[src/rtl/braille_cell_encoder.sv]
// Braille trainer input stage: synchronizes six dot switches and a Submit button,
// debounces Submit and emits one 4-bit letter code per accepted press.
module braille_cell_encoder #(
  parameter int unsigned DEBOUNCE_CYCLES = 500000,
  parameter int unsigned CNT_W           = 19
) (
  input  logic       Clk,
  input  logic       Rst,
  input  logic [5:0] Dots_In,
  input  logic       Submit_Btn,
  input  logic       Enable,
  output logic [3:0] Code_Out,
  output logic       Code_Valid,
  output logic       Code_Err,
  output logic       Busy
);

  typedef enum logic [1:0] {
    IDLE     = 2'b00,
    DEBOUNCE = 2'b01,
    CAPTURE  = 2'b10,
    RELEASE  = 2'b11
  } state_t;

  localparam logic [CNT_W-1:0] CNT_LAST = CNT_W'(DEBOUNCE_CYCLES - 1);
  localparam logic [CNT_W-1:0] CNT_ZERO = {CNT_W{1'b0}};
  localparam logic [CNT_W-1:0] CNT_ONE  = {{(CNT_W-1){1'b0}}, 1'b1};

  // Returns {err, code}; anything not an exact six-dot match maps to the error code.
  function automatic logic [4:0] encode_cell(input logic [5:0] dots);
    case (dots)
      6'b000001: encode_cell = {1'b0, 4'b0000}; // A
      6'b000011: encode_cell = {1'b0, 4'b0001}; // B
      6'b001001: encode_cell = {1'b0, 4'b0010}; // C
      6'b011001: encode_cell = {1'b0, 4'b0011}; // D
      6'b010001: encode_cell = {1'b0, 4'b0100}; // E
      6'b001011: encode_cell = {1'b0, 4'b0101}; // F
      6'b011011: encode_cell = {1'b0, 4'b0110}; // G
      6'b010011: encode_cell = {1'b0, 4'b0111}; // H
      6'b001010: encode_cell = {1'b0, 4'b1000}; // I
      6'b011010: encode_cell = {1'b0, 4'b1001}; // J
      6'b000111: encode_cell = {1'b0, 4'b1010}; // L
      6'b010101: encode_cell = {1'b0, 4'b1011}; // O
      6'b001111: encode_cell = {1'b0, 4'b1100}; // P
      6'b001110: encode_cell = {1'b0, 4'b1101}; // S
      6'b100101: encode_cell = {1'b0, 4'b1110}; // U
      default:   encode_cell = {1'b1, 4'b1111};
    endcase
  endfunction

  // Saturating increment so the counter can never wrap.
  function automatic logic [CNT_W-1:0] cnt_inc(input logic [CNT_W-1:0] cnt);
    if (cnt == CNT_LAST) begin
      cnt_inc = cnt;
    end else begin
      cnt_inc = cnt + CNT_ONE;
    end
  endfunction

  logic [5:0]       dots_meta_r;
  logic [5:0]       dots_sync_r;
  logic             sub_meta_r;
  logic             sub_sync_r;
  state_t           state_r;
  state_t           next_state_s;
  logic [CNT_W-1:0] cnt_r;
  logic [CNT_W-1:0] cnt_next_s;
  logic [3:0]       code_r;
  logic [3:0]       code_next_s;
  logic             err_r;
  logic             err_next_s;
  logic             valid_r;
  logic             valid_next_s;
  logic             busy_r;
  logic             busy_next_s;
  logic [4:0]       cell_s;

  // Two-flop synchronizers for the asynchronous switch and button inputs.
  always_ff @(posedge Clk or posedge Rst) begin
    if (Rst) begin
      dots_meta_r <= 6'b000000;
      dots_sync_r <= 6'b000000;
      sub_meta_r  <= 1'b0;
      sub_sync_r  <= 1'b0;
    end else begin
      dots_meta_r <= Dots_In;
      dots_sync_r <= dots_meta_r;
      sub_meta_r  <= Submit_Btn;
      sub_sync_r  <= sub_meta_r;
    end
  end

  // FSM state and debounce counter registers.
  always_ff @(posedge Clk or posedge Rst) begin
    if (Rst) begin
      state_r <= IDLE;
      cnt_r   <= CNT_ZERO;
    end else begin
      state_r <= next_state_s;
      cnt_r   <= cnt_next_s;
    end
  end

  // Next-state and counter logic; dropping Enable forces IDLE from any state.
  always_comb begin
    next_state_s = state_r;
    cnt_next_s   = cnt_r;
    if (!Enable) begin
      next_state_s = IDLE;
      cnt_next_s   = CNT_ZERO;
    end else begin
      case (state_r)
        IDLE: begin
          cnt_next_s = CNT_ZERO;
          if (sub_sync_r) begin
            next_state_s = DEBOUNCE;
          end else begin
            next_state_s = IDLE;
          end
        end
        DEBOUNCE: begin
          if (!sub_sync_r) begin
            next_state_s = IDLE;
            cnt_next_s   = CNT_ZERO;
          end else if (cnt_r == CNT_LAST) begin
            next_state_s = CAPTURE;
            cnt_next_s   = CNT_ZERO;
          end else begin
            next_state_s = DEBOUNCE;
            cnt_next_s   = cnt_inc(cnt_r);
          end
        end
        CAPTURE: begin
          next_state_s = RELEASE;
          cnt_next_s   = CNT_ZERO;
        end
        RELEASE: begin
          if (sub_sync_r) begin
            next_state_s = RELEASE;
            cnt_next_s   = CNT_ZERO;
          end else if (cnt_r == CNT_LAST) begin
            next_state_s = IDLE;
            cnt_next_s   = CNT_ZERO;
          end else begin
            next_state_s = RELEASE;
            cnt_next_s   = cnt_inc(cnt_r);
          end
        end
        default: begin
          next_state_s = IDLE;
          cnt_next_s   = CNT_ZERO;
        end
      endcase
    end
  end

  // Output decode: outputs are loaded on the edge that enters CAPTURE so the
  // valid pulse coincides with the CAPTURE cycle.
  always_comb begin
    cell_s       = encode_cell(dots_sync_r);
    code_next_s  = code_r;
    err_next_s   = err_r;
    valid_next_s = 1'b0;
    busy_next_s  = (next_state_s != IDLE);
    if (next_state_s == CAPTURE) begin
      code_next_s  = cell_s[3:0];
      err_next_s   = cell_s[4];
      valid_next_s = 1'b1;
    end else begin
      code_next_s  = code_r;
      err_next_s   = err_r;
      valid_next_s = 1'b0;
    end
  end

  // Registered outputs.
  always_ff @(posedge Clk or posedge Rst) begin
    if (Rst) begin
      code_r  <= 4'b1111;
      err_r   <= 1'b0;
      valid_r <= 1'b0;
      busy_r  <= 1'b0;
    end else begin
      code_r  <= code_next_s;
      err_r   <= err_next_s;
      valid_r <= valid_next_s;
      busy_r  <= busy_next_s;
    end
  end

  assign Code_Out   = code_r;
  assign Code_Err   = err_r;
  assign Code_Valid = valid_r;
  assign Busy       = busy_r;

endmodule

[config.mk]
export PLATFORM = sky130hd
export DESIGN_NAME = braille_cell_encoder
export DESIGN_NICKNAME = d
export VERILOG_FILES = /design/src/rtl/braille_cell_encoder.sv
export SDC_FILE = /design/constraint.sdc
export NUM_CORES = 1
export LEC_CHECK = 0
export ABC_CLOCK_PERIOD_IN_PS = 4000
export BUFFER_PORTS_ARGS = -buffer_cell sky130_fd_sc_hd__buf_2
export CORE_MARGIN = 4
export CORE_UTILIZATION = 35
export CTS_BUF_LIST = sky130_fd_sc_hd__clkbuf_8
export DETAILED_ROUTE_END_ITERATION = 8
export PLACE_DENSITY_LB_ADDON = 0.08
export SETUP_SLACK_MARGIN = 0.15
export SYNTH_ARGS = -nofsm -noshare
export SYNTH_HDL_FRONTEND = slang
export SYNTH_SLANG_ARGS = --single-unit
[constraint.sdc]
create_clock -name Clk -period 4 [get_ports Clk]
set_input_delay 0.8 -clock Clk [delete_from_list [all_inputs] [get_ports Clk]]
set_output_delay 0.8 -clock Clk [all_outputs]
set_load 0.01 [all_outputs]
==> flow_metrics.tcl, run 1 <==
set metrics [dict create \
    hold-worst-slack_ns 0.3619 \
    layout_setup_ws_ns 1.915 \
    track_usage_pct 12.15 \
    die_y_um 83.47 \
    cts-root-buf "clkbuf_8" \
    start_util_pct 36.20 \
    dp_hpwl_mm 2.738 \
    slew_headroom_pct 61.54 \
    ys_types 44 \
    setup_viol 0 \
    synth.area.top_cells "dfrtp_1 48%, dfstp_2 5.3%, xor2_1 3.5%" \
    routed_via_density 5.171 \
    area_growth_pct 12.49 \
    gp_congestion 0.8202 \
    finalHoldViolations 0 \
    wl_per_cell_um 13.96 \
    rr_startpoint "cnt_r[0]$_DFF_PP0_" \
    clk_pin_slew_ns 0.08 \
    synth_seq_area_share_pct 52.98 \
    arrival_ns 2.26 \
    grt_start_max_net_pins 43 \
    fin_area_um2 2242 \
    hold_class "reg -> reg" \
    fin_crit_ns 2.085 \
    maxCapViolCount 0 \
    wl_mm 3.840 \
    status "finished, final reports clean" \
    cp_cell_sequence "ha_1 -> and3_1 -> nand4_1 -> nor4_4 -> mux2_2" \
    worst-r2r-setup-slack_ns 1.92 \
    fin_crit_sh_pct 52.11 \
    multi_input_area_um2 864.6 \
    synth.cell_area_um2 1993 \
    synth.ff_latch_count 42 \
    rsz0062_at_grt "false" \
    crit_fanout 8 \
    syn_inst 185 \
    detail-route-antenna-nets 0 \
    synth_fp_nets 200 \
    final.setup_skew_ns 0.01724 \
    dpl-instance-area_um2 2132 \
    worst_pin_slew_ns 0.5769 \
    drive_gt1_share_pct 17.73 \
    hp-start "dots_meta_r[5]$_DFF_PP0_" \
    netlist.area_leader.share_pct 47.71 \
    cts_tree "done" \
    drc_errors 0 \
    cts_max_level 2 \
    drv_slew 0 \
    antenna_found_initial 0 \
    worst_path_max_delay_cell "nor4_4" \
    ir_drop_uv 145.7 \
    die-area_um2 6966 \
    fp-row-count 27 \
    yosysTopAreaCell "dfrtp_1" \
    required_ns 4.17 \
    first_pass_iters 4 \
    cellPowerDensity_nw_per_um2 360.0 \
    numPortBuffers 16 \
    slowest_delay_ns 0.43 \
    fmax_ghz 0.4797 \
    worstSkewPairLatency_ns 0.30 \
    hold_path_depth 0 \
    drt_iter0_drc 110 \
    grt_pass1_vias 1432 \
    critPathKind "reg -> reg" \
    avgSynthCellArea_um2 10.77 \
    final_cells 275 \
    rr_worst_depth 5 \
    cts_resized 0 \
    coreArea_um2 5507 \
    cts.sinks 42 \
    cts_made_buffers 5 \
    die_width_um 83.47 \
    diodes 0 \
    hold_path_end "dots_sync_r[5]$_DFF_PP0_" \
    tns_ns 0 \
    pre_cts_ws_ns 1.916 \
    gr-total-overflow 0 \
    start_kind "flop" \
    io_pins 17 \
    r2r-end "Code_Err$_DFFE_PP0N_" \
    vias 1422 \
    synth_warnings 0 \
    fin_nets 217 \
    cts_setup_buffers 0 \
    p_leak_uw 0.0009776 \
    cts_hold_buf 0 \
    clockBufferDepth 2 \
    cp-end-kind "flop" \
    dp.cells 267 \
    fill_cells 538 \
    grt_pass1_wl_mm 6.844 \
    seqCellArea_um2 1056 \
]
## cells in the mapped netlist
master / instances
and4b_1: 1
clkbuf_1: 3
nor2b_1: 1
and4_1: 4
dfrtp_1: 38
nor4_1: 1
o21ai_0: 8
nor4_4: 1
and3_1: 3
nand4b_1: 4
xor2_1: 8
buf_2: 1
o32a_1: 1
or4bb_1: 1
nor4bb_1: 1
a21oi_1: 11
buf_4: 3
mux2i_1: 2
nor3_1: 1
and2_1: 3
ha_1: 5
o221ai_1: 1
nand2_1: 8
a21o_1: 1
mux2_2: 4
o21bai_1: 1
nand4_2: 1
nand3_1: 8
or3_1: 6
or4_1: 1
or3b_2: 1
a31oi_1: 3
xnor2_1: 4
o31ai_1: 1
or2_2: 1
nand2b_1: 2
nor4b_1: 1
nor3b_1: 2
nand4_1: 6
dfstp_2: 4
nor2_1: 17
inv_1: 9
o211a_1: 1
and3b_1: 1
## cells by family after synthesis
family | synth area share, %
adder cells (fa/ha/maj) | 3.139
multiplexers | 3.264
AO/OA/AOI/OAI | 8.287
AND/OR/NAND/NOR | 23.42
buffers and inverters | 3.640
flip-flops | 52.98
XOR/XNOR | 5.273
## area by class of cell
type / instances / area share, %
Clock buffer: 5 / 3.069
Sequential cell: 42 / 47.10
Multi-Input combinational cell: 127 / 38.56
Clock inverter: 3 / 1.842
Tap cell: 72 / 4.018
Inverter: 9 / 1.507
Timing Repair Buffer: 17 / 3.906
## per-stage QoR
stage               total power (µW)  util [%]
floorplan                      471.9         -
global placement               482.9     38.72
detailed placement             485.5     38.72
CTS                            821.1     40.72
global route                   843.4     40.72
finish                         807.1     40.72
## power breakdown
| part | internal (µW) | switching [µW] | total [µW] |
|---|---|---|---|
| Clock | 184 | 147 | 331 |
| Combinational | 13.4 | 20.2 | 33.5 |
| Sequential | 433 | 9.85 | 443 |
| Total | 630 | 177 | 807 |
## sequential cells by signal, summed over array words and instances (netlist names)
signal and count:
state_r 2, Code_Valid 1, sub_meta_r 1, Busy 1
Code_Out 4, sub_sync_r 1, dots_sync_r 6, dots_meta_r 6
Code_Err 1, cnt_r 19
## metal layers
metal / wire length [µm] / global-route usage (%) / up-vias / part of all wire, %
met2: 1755 / 18.44 / 23 / 46
met1: 1882 / 16.88 / 701 / 49
met5: 0 / 0 / - / 0
met3: 150 / 3.554 / 6 / 3.9
li1: - / - / 692 / -
met4: 51 / 3.509 / 0 / 1.3
## worst max-delay path: cells and delay by family, from the launching register on
| kind | cells | cell delay, ns |
|---|---|---|
| adder cells (fa/ha/maj) | 1 | 0.19 |
| flip-flops | 1 | 0.39 |
| multiplexers | 1 | 0.39 |
| AND/OR/NAND/NOR | 3 | 0.99 |
## how the worst max path moves through the flow
| stage | cells past startpoint | start | slack [ns] | endpoint |
|---|---|---|---|---|
| after detailed placement | 5 | cnt_r[0]$_DFF_PP0_ | 1.92 | Code_Err$_DFFE_PP0N_ |
| after floorplan | 6 | cnt_r[0]$_DFF_PP0_ | 2.22 | Code_Err$_DFFE_PP0N_ |
| final | 5 | cnt_r[0]$_DFF_PP0_ | 1.92 | Code_Err$_DFFE_PP0N_ |
| after global placement | 5 | cnt_r[0]$_DFF_PP0_ | 2.03 | Code_Err$_DFFE_PP0N_ |
| after global routing | 5 | cnt_r[0]$_DFF_PP0_ | 1.79 | Code_Err$_DFFE_PP0N_ |
| after CTS | 5 | cnt_r[0]$_DFF_PP0_ | 1.90 | Code_Err$_DFFE_PP0N_ |
## placed cells by master (no fill, tap or decap), types with 2 or more instances in the layout
cell,count
and3_1,3
and2_1,3
nor3b_1,2
xnor2_1,4
mux2_2,4
or3_1,6
nand2_1,8
dfrtp_1,38
dfstp_2,4
a31oi_1,3
mux2i_1,2
xor2_1,8
nor2_1,17
a21oi_1,11
buf_2,16
o21ai_0,8
and4_1,4
ha_1,5
nand4_1,6
nand2b_1,2
clkbuf_8,5
inv_1,10
nand4b_1,4
nand3_1,8
No activity file was read; power rests on OpenSTA's default activity.
==> inputs of run 2 (changes only) <==
- ABC_AREA: unset -> 1
- ABC_CLOCK_PERIOD_IN_PS: 4000 -> 2000
- clock period: 4 -> 2 ns (I/O delays scaled with it)
==> run 2 against run 1 <==
  * Clock power is 110% higher
  * Global-route usage decreased by 0.20 points
  * Cell area grew 3.5%
  * Maximum frequency grew 26%
  * Critical path depth up 5
  * Wire length is 2.5% lower
  * Total power up 100%
  * Flip-flop and latch count did not move
  * Largest power group unchanged
  * Highest routed layer unchanged
==> flow_metrics.tcl, run 2 <==
set metrics [dict create \
    status "finished, final reports clean" \
    synth_warnings 0 \
    layout_setup_ws_ns 0.3468 \
    worst_path_max_delay_cell "dfrtp_1" \
    start_kind "flop" \
    largest_reg_flops 19 \
    ys_types 35 \
    synth_edf_count 0 \
    largest_register "cnt_r" \
    drive_gt1_share_pct 25.00 \
    critPathKind "reg -> reg" \
    die_width_um 84.29 \
    fin_crit_sh_pct 82.66 \
    final_cell_mix "38 x dfrtp_1, 33 x nand2_1, 25 x inv_1" \
    cp_top_family "simple AND/OR/NAND/NOR gates" \
    post-synth-top-count-cell "dfrtp_1" \
    path_buf_inv 0 \
    yosysTopAreaCell "dfrtp_1" \
    crit_fanout 5 \
    cp_cell_sequence "ha_1 -> nand2_2 -> nor2_4 -> nand2_4 -> nor2_8 -> nand3_4 -> nor2_4 -> nand3b_1 -> nor2_1 -> nor2_1" \
    cts-root-buf "clkbuf_8" \
    cts_resized 0 \
    fin_nets 254 \
    ir_drop_uv 282.4 \
    detail-route-antenna-nets 0 \
    synth_seq_area_share_pct 51.84 \
    drv_slew 0 \
    io_pins 17 \
    hold_class "in -> async" \
    die_y_um 84.29 \
    first_pass_iters 4 \
    track_usage_pct 11.95 \
    fin_area_um2 2320 \
    cp-end-kind "flop" \
    cellPowerDensity_nw_per_um2 705.3 \
    grt_pass1_vias 1461 \
    fmax_ghz 0.6049 \
    arrival_ns 1.85 \
    cts_hold_buf 0 \
    seqCellArea_um2 1056 \
    routed_via_density 4.699 \
    syn_inst 215 \
    vias 1466 \
    pre_cts_ws_ns 0.3399 \
    rsz0062_at_grt "false" \
    gp_congestion 0.7822 \
    worstSkewPairLatency_ns 0.29 \
    area_growth_pct 13.88 \
    grt_start_max_net_pins 17 \
    fin_crit_ns 1.653 \
    fp-row-count 27 \
    drt_iter0_drc 56 \
    cts_setup_buffers 0 \
    numPortBuffers 16 \
    dp.cells 304 \
    multi_input_area_um2 849.6 \
    diodes 0 \
    synth.cell_area_um2 2037 \
    netlist.area_leader.share_pct 46.68 \
    final_cells 312 \
    drc_errors 0 \
    die-area_um2 7105 \
    slew_headroom_pct 70.69 \
    maxCapViolCount 0 \
    avgSynthCellArea_um2 9.474 \
    coreArea_um2 5574 \
    clockBufferDepth 2 \
    dpl-instance-area_um2 2207 \
    grt_pass1_wl_mm 6.803 \
    antenna_found_initial 0 \
    cts_max_level 2 \
    cts.sinks 42 \
    reg_top3 "cnt_r (19), dots_meta_r (6), dots_sync_r (6)" \
    setup_viol 0 \
    cts_made_buffers 5 \
    p_leak_uw 0.001053 \
    wl_per_cell_um 12.00 \
    fill_cells 565 \
    synthFlopType "dfrtp_1" \
    async_reset_ff_share_pct 100.0 \
    gr-total-overflow 0 \
    finalHoldViolations 0 \
    synth_fp_nets 230 \
    cts_tree "done" \
    worst_pin_slew_ns 0.4370 \
    required_ns 2.20 \
    synth.ff_latch_count 42 \
    tns_ns 0 \
    synthTopCellsByCount "38 x dfrtp_1, 33 x nand2_1, 26 x inv_1" \
    synth.area.top_cells "dfrtp_1 47%, nand2_1 6.1%, dfstp_2 5.2%" \
    start_util_pct 36.54 \
    wl_mm 3.745 \
    dp_hpwl_mm 2.811 \
    slowest_delay_ns 0.38 \
    final.setup_skew_ns 0.004859 \
    clk_pin_slew_ns 0.09 \
    mostFrequentLayoutCell "dfrtp_1" \
]
==> run 2: cell count changes after synthesis, sizes merged, moves of 5 or more <==
cell / previous run / this run
a21oi: 11 / 19
inv: 9 / 29
nor3: 1 / 10
nor2: 17 / 29
or3: 6 / 0
xor2: 8 / 3
nand2: 8 / 38
==> run 2: cell type report <==
class | instances | area share, %
flip-flops and latches | 42 | 45.52
repair buffers | 19 | 4.423
multi-input cells | 142 | 36.62
well taps | 72 | 3.884
inverters | 29 | 4.693
clock inverters | 3 | 1.888
clock buffers | 5 | 2.967
==> run 2: layer usage <==
layer	vias to the layer above	wire [µm]	GRT usage, %	share of wire [%]
li1	746	-	-	-
met1	696	1750	15.40	47
met2	18	1805	19.37	48
met3	6	139	3.337	3.7
met4	0	49	3.947	1.3
met5	-	0	0	0
==> run 2: logic make-up after synthesis <==
family          after synthesis  synth area share, %
compound gates               36                10.75
xor+xnor                      4                1.720
fa+ha+maj                     5                3.071
buf+inv                      31                6.449
flops                        42                51.84
simple gates                 97                26.17
==> run 2: final timing paths <==
check                                          from                        to  slack [ns]  cells after the start
min in group Clk                         Submit_Btn      sub_meta_r$_DFF_PP0_        0.20                      1
max in group asynchronous                       Rst        cnt_r[0]$_DFF_PP0_        1.44                      3
setup / recovery                 cnt_r[0]$_DFF_PP0_       cnt_r[18]$_DFF_PP0_        0.35                     10
setup reg to reg                 cnt_r[0]$_DFF_PP0_       cnt_r[18]$_DFF_PP0_        0.35                     10
hold reg to reg            dots_meta_r[2]$_DFF_PP0_  dots_sync_r[2]$_DFF_PP0_        0.35                      0
hold / removal                                  Rst      Code_Valid$_DFF_PP0_        0.04                      2
==> run 2: power breakdown <==
group / total, µW / internal [µW] / switching (µW)
sequential: 879 / 866 / 13.6
clock: 682 / 374 / 308
combinational: 74.4 / 25.4 / 49.1
total: 1640 / 1270 / 371
==> run 2: per-stage QoR <==
step,util (%),power (µW),hold slack [ns]
after floorplan,-,942.8,0.3312
after global placement,39.60,974.5,0.3312
after detailed placement,39.60,973.0,0.3364
after CTS,41.62,1663,0.04141
after global routing,41.62,1713,0.05350
final,41.62,1636,0.03704
==> inputs of run 3 (changes only) <==
- ABC_CLOCK_PERIOD_IN_PS: 2000 -> 1670
- clock period: 2 -> 1.67 ns (I/O delays scaled with it)
==> run 3 against run 2 <==
  * Core utilization increased by 3.2 points
  * Total power rose by 16%
  * Sequential share of layout area fell by 3.2 points
  * Maximum frequency rose by 3.2%
  * Flip-flop and latch count stayed put
  * Combinational power up 31%
  * Critical path type unchanged
==> flow_metrics.tcl, run 3 (synthesis gave the netlist of run 2 again) <==
set metrics [dict create \
    status "finished, final reports clean" \
    worst_pin_slew_ns 0.2808 \
    coreArea_um2 5574 \
    switching_share_pct 21.74 \
    met3_length_um 137 \
    wl_per_cell_um 12.39 \
    die_y_um 84.29 \
    finalHoldViolations 0 \
    routed_via_density 4.660 \
    cts_max_level 2 \
    cp_cell_sequence "ha_2 -> nand2_2 -> nor2_4 -> buf_6 -> nand2_4 -> nor2_8 -> nand3_4 -> nor2_4 -> nand3b_1 -> nor2_1 -> nor2_1" \
    largest_register "cnt_r" \
    wl_mm 4.040 \
    fin_nets 268 \
    cts_tree "done" \
    die-area_um2 7105 \
    start_util_pct 36.54 \
    pwr-share-comb_pct 5.1 \
    io_pins 17 \
    cts.sinks 42 \
    final_cell_mix "38 x dfrtp_1, 32 x nand2_1, 25 x inv_1" \
    final.setup_skew_ns 0.007225 \
    maxCapViolCount 0 \
    path_buf_inv 1 \
    cp-end-kind "flop" \
    total_power_uw 1904 \
    power.share.sequential_pct 55.3 \
    crit_fanout 5 \
    diodes 0 \
    fmax_ghz 0.6240 \
    setup_viol 0 \
    cts_hold_buf 0 \
    ir_drop_uv 338.9 \
    numPortBuffers 16 \
    rr_startpoint "cnt_r[0]$_DFF_PP0_" \
    vias 1519 \
    dp_hpwl_mm 2.814 \
    clockBufferDepth 2 \
    antenna_found_initial 0 \
    fin_crit_ns 1.603 \
    cp_top_family "simple AND/OR/NAND/NOR gates" \
    hold_class "in -> async" \
    rsz0062_at_grt "true" \
    critPathKind "reg -> reg" \
    top_layer "met4" \
    gr-total-overflow 0 \
    m1WireLength_mm 1.826 \
    cts_made_buffers 5 \
    grt_pass1_vias 1501 \
    power.switching_uw 414.0 \
    rr_worst_depth 11 \
    clk_pin_slew_ns 0.08 \
    largest_reg_flops 19 \
    mostFrequentLayoutCell "dfrtp_1" \
    cellPowerDensity_nw_per_um2 762.3 \
    required_ns 1.85 \
    drv_slew 0 \
    wl_met2_mm 2.011 \
    track_usage_pct 12.12 \
    cts-root-buf "clkbuf_8" \
    slew_headroom_pct 81.11 \
    grt_pass1_wl_mm 6.913 \
    r2r-end "cnt_r[18]$_DFF_PP0_" \
    hold-worst-slack_ns 0.05993 \
    grt_start_max_net_pins 43 \
    area_growth_pct 22.60 \
    slowest_delay_ns 0.36 \
    gp_congestion 0.7979 \
    p_leak_uw 0.001153 \
    drc_errors 0 \
    tns_ns 0 \
    arrival_ns 1.79 \
    fp-row-count 27 \
    drive_gt1_share_pct 33.46 \
    clockPowerShare_pct 39.6 \
    reg_top3 "cnt_r (19), dots_meta_r (6), dots_sync_r (6)" \
    fin_crit_sh_pct 95.97 \
    worstSkewPairLatency_ns 0.29 \
    first_pass_iters 4 \
    start_kind "flop" \
    p_int_uw 1490 \
    drt_iter0_drc 60 \
    detail-route-antenna-nets 0 \
    worst-r2r-setup-slack_ns 0.07 \
    worst_path_max_delay_cell "dfrtp_1" \
    die_width_um 84.29 \
]
-- run 3: stage by stage --
stage / std cells / util, % / worst slack [ns] / cell area (µm²)
after floorplan: 215 / - / 0.1684 / 2037
after global placement: 311 / 40.76 / 0.04016 / 2272
after detailed placement: 311 / 40.76 / 0.02251 / 2272
after CTS: 322 / 43.37 / 0.08434 / 2417
after global routing: 326 / 44.80 / -0.04889 / 2497
final: 326 / 44.80 / 0.06733 / 2497
-- run 3: power by group through the flow --
stage / registers (µW) / clock network (µW) / logic [µW]
after global routing: 1060 / 839 / 116
final: 1050 / 753 / 97.6
after CTS: 1050 / 793 / 96.7
after detailed placement: 1070 / 0 / 95.3
after floorplan: 1070 / 0 / 60.6
after global placement: 1070 / 0 / 96.2
-- run 3: worst max path at each step --
| stage | start | endpoint | slack [ns] | cells after the start |
|---|---|---|---|---|
| 3_3_place_gp | cnt_r[0]$_DFF_PP0_ | cnt_r[18]$_DFF_PP0_ | 0.04 | 11 |
| 5_1_grt | cnt_r[1]$_DFF_PP0_ | cnt_r[18]$_DFF_PP0_ | -0.05 | 11 |
| 4_1_cts | cnt_r[0]$_DFF_PP0_ | cnt_r[18]$_DFF_PP0_ | 0.08 | 11 |
| 6_report | cnt_r[0]$_DFF_PP0_ | cnt_r[18]$_DFF_PP0_ | 0.07 | 11 |
| 3_5_place_dp | cnt_r[0]$_DFF_PP0_ | cnt_r[18]$_DFF_PP0_ | 0.02 | 11 |
| 2_1_floorplan | cnt_r[0]$_DFF_PP0_ | cnt_r[18]$_DFF_PP0_ | 0.17 | 10 |
-- run 3: layout make-up --
class	count	area, µm²
clock buffers	8	110.1
fillers	551	3077
inverters	29	113.9
multi-input cells	142	895.9
flip-flops and latches	42	1056
well taps	72	90.09
repair buffers	33	231.5
-- run 3: worst reg2reg max path, stage by stage (launching register included) --
cell      delay, ns
dfrtp_1        0.36
ha_2           0.19
nand2_2        0.07
nor2_4         0.15
buf_6          0.12
nand2_4        0.05
nor2_8         0.10
nand3_4        0.08
nor2_4         0.17
nand3b_1       0.09
nor2_1         0.08
nor2_1         0.04
-- run 3: what timing repair did --
| action | in CTS | in global routing |
|---|---|---|
| gates resized for setup | 5 | 14 |
| gates cloned | 0 | 0 |
| pin swaps | 3 | 6 |
| buffers inserted | 3 | 4 |
| setup endpoints to repair | 23 | 25 |
-- run 3: layer usage --
metal	global-route usage (%)	vias to the layer above
met2	19.37	24
met3	3.042	10
met5	0	-
li1	-	771
met1	15.90	714
met4	4.386	0
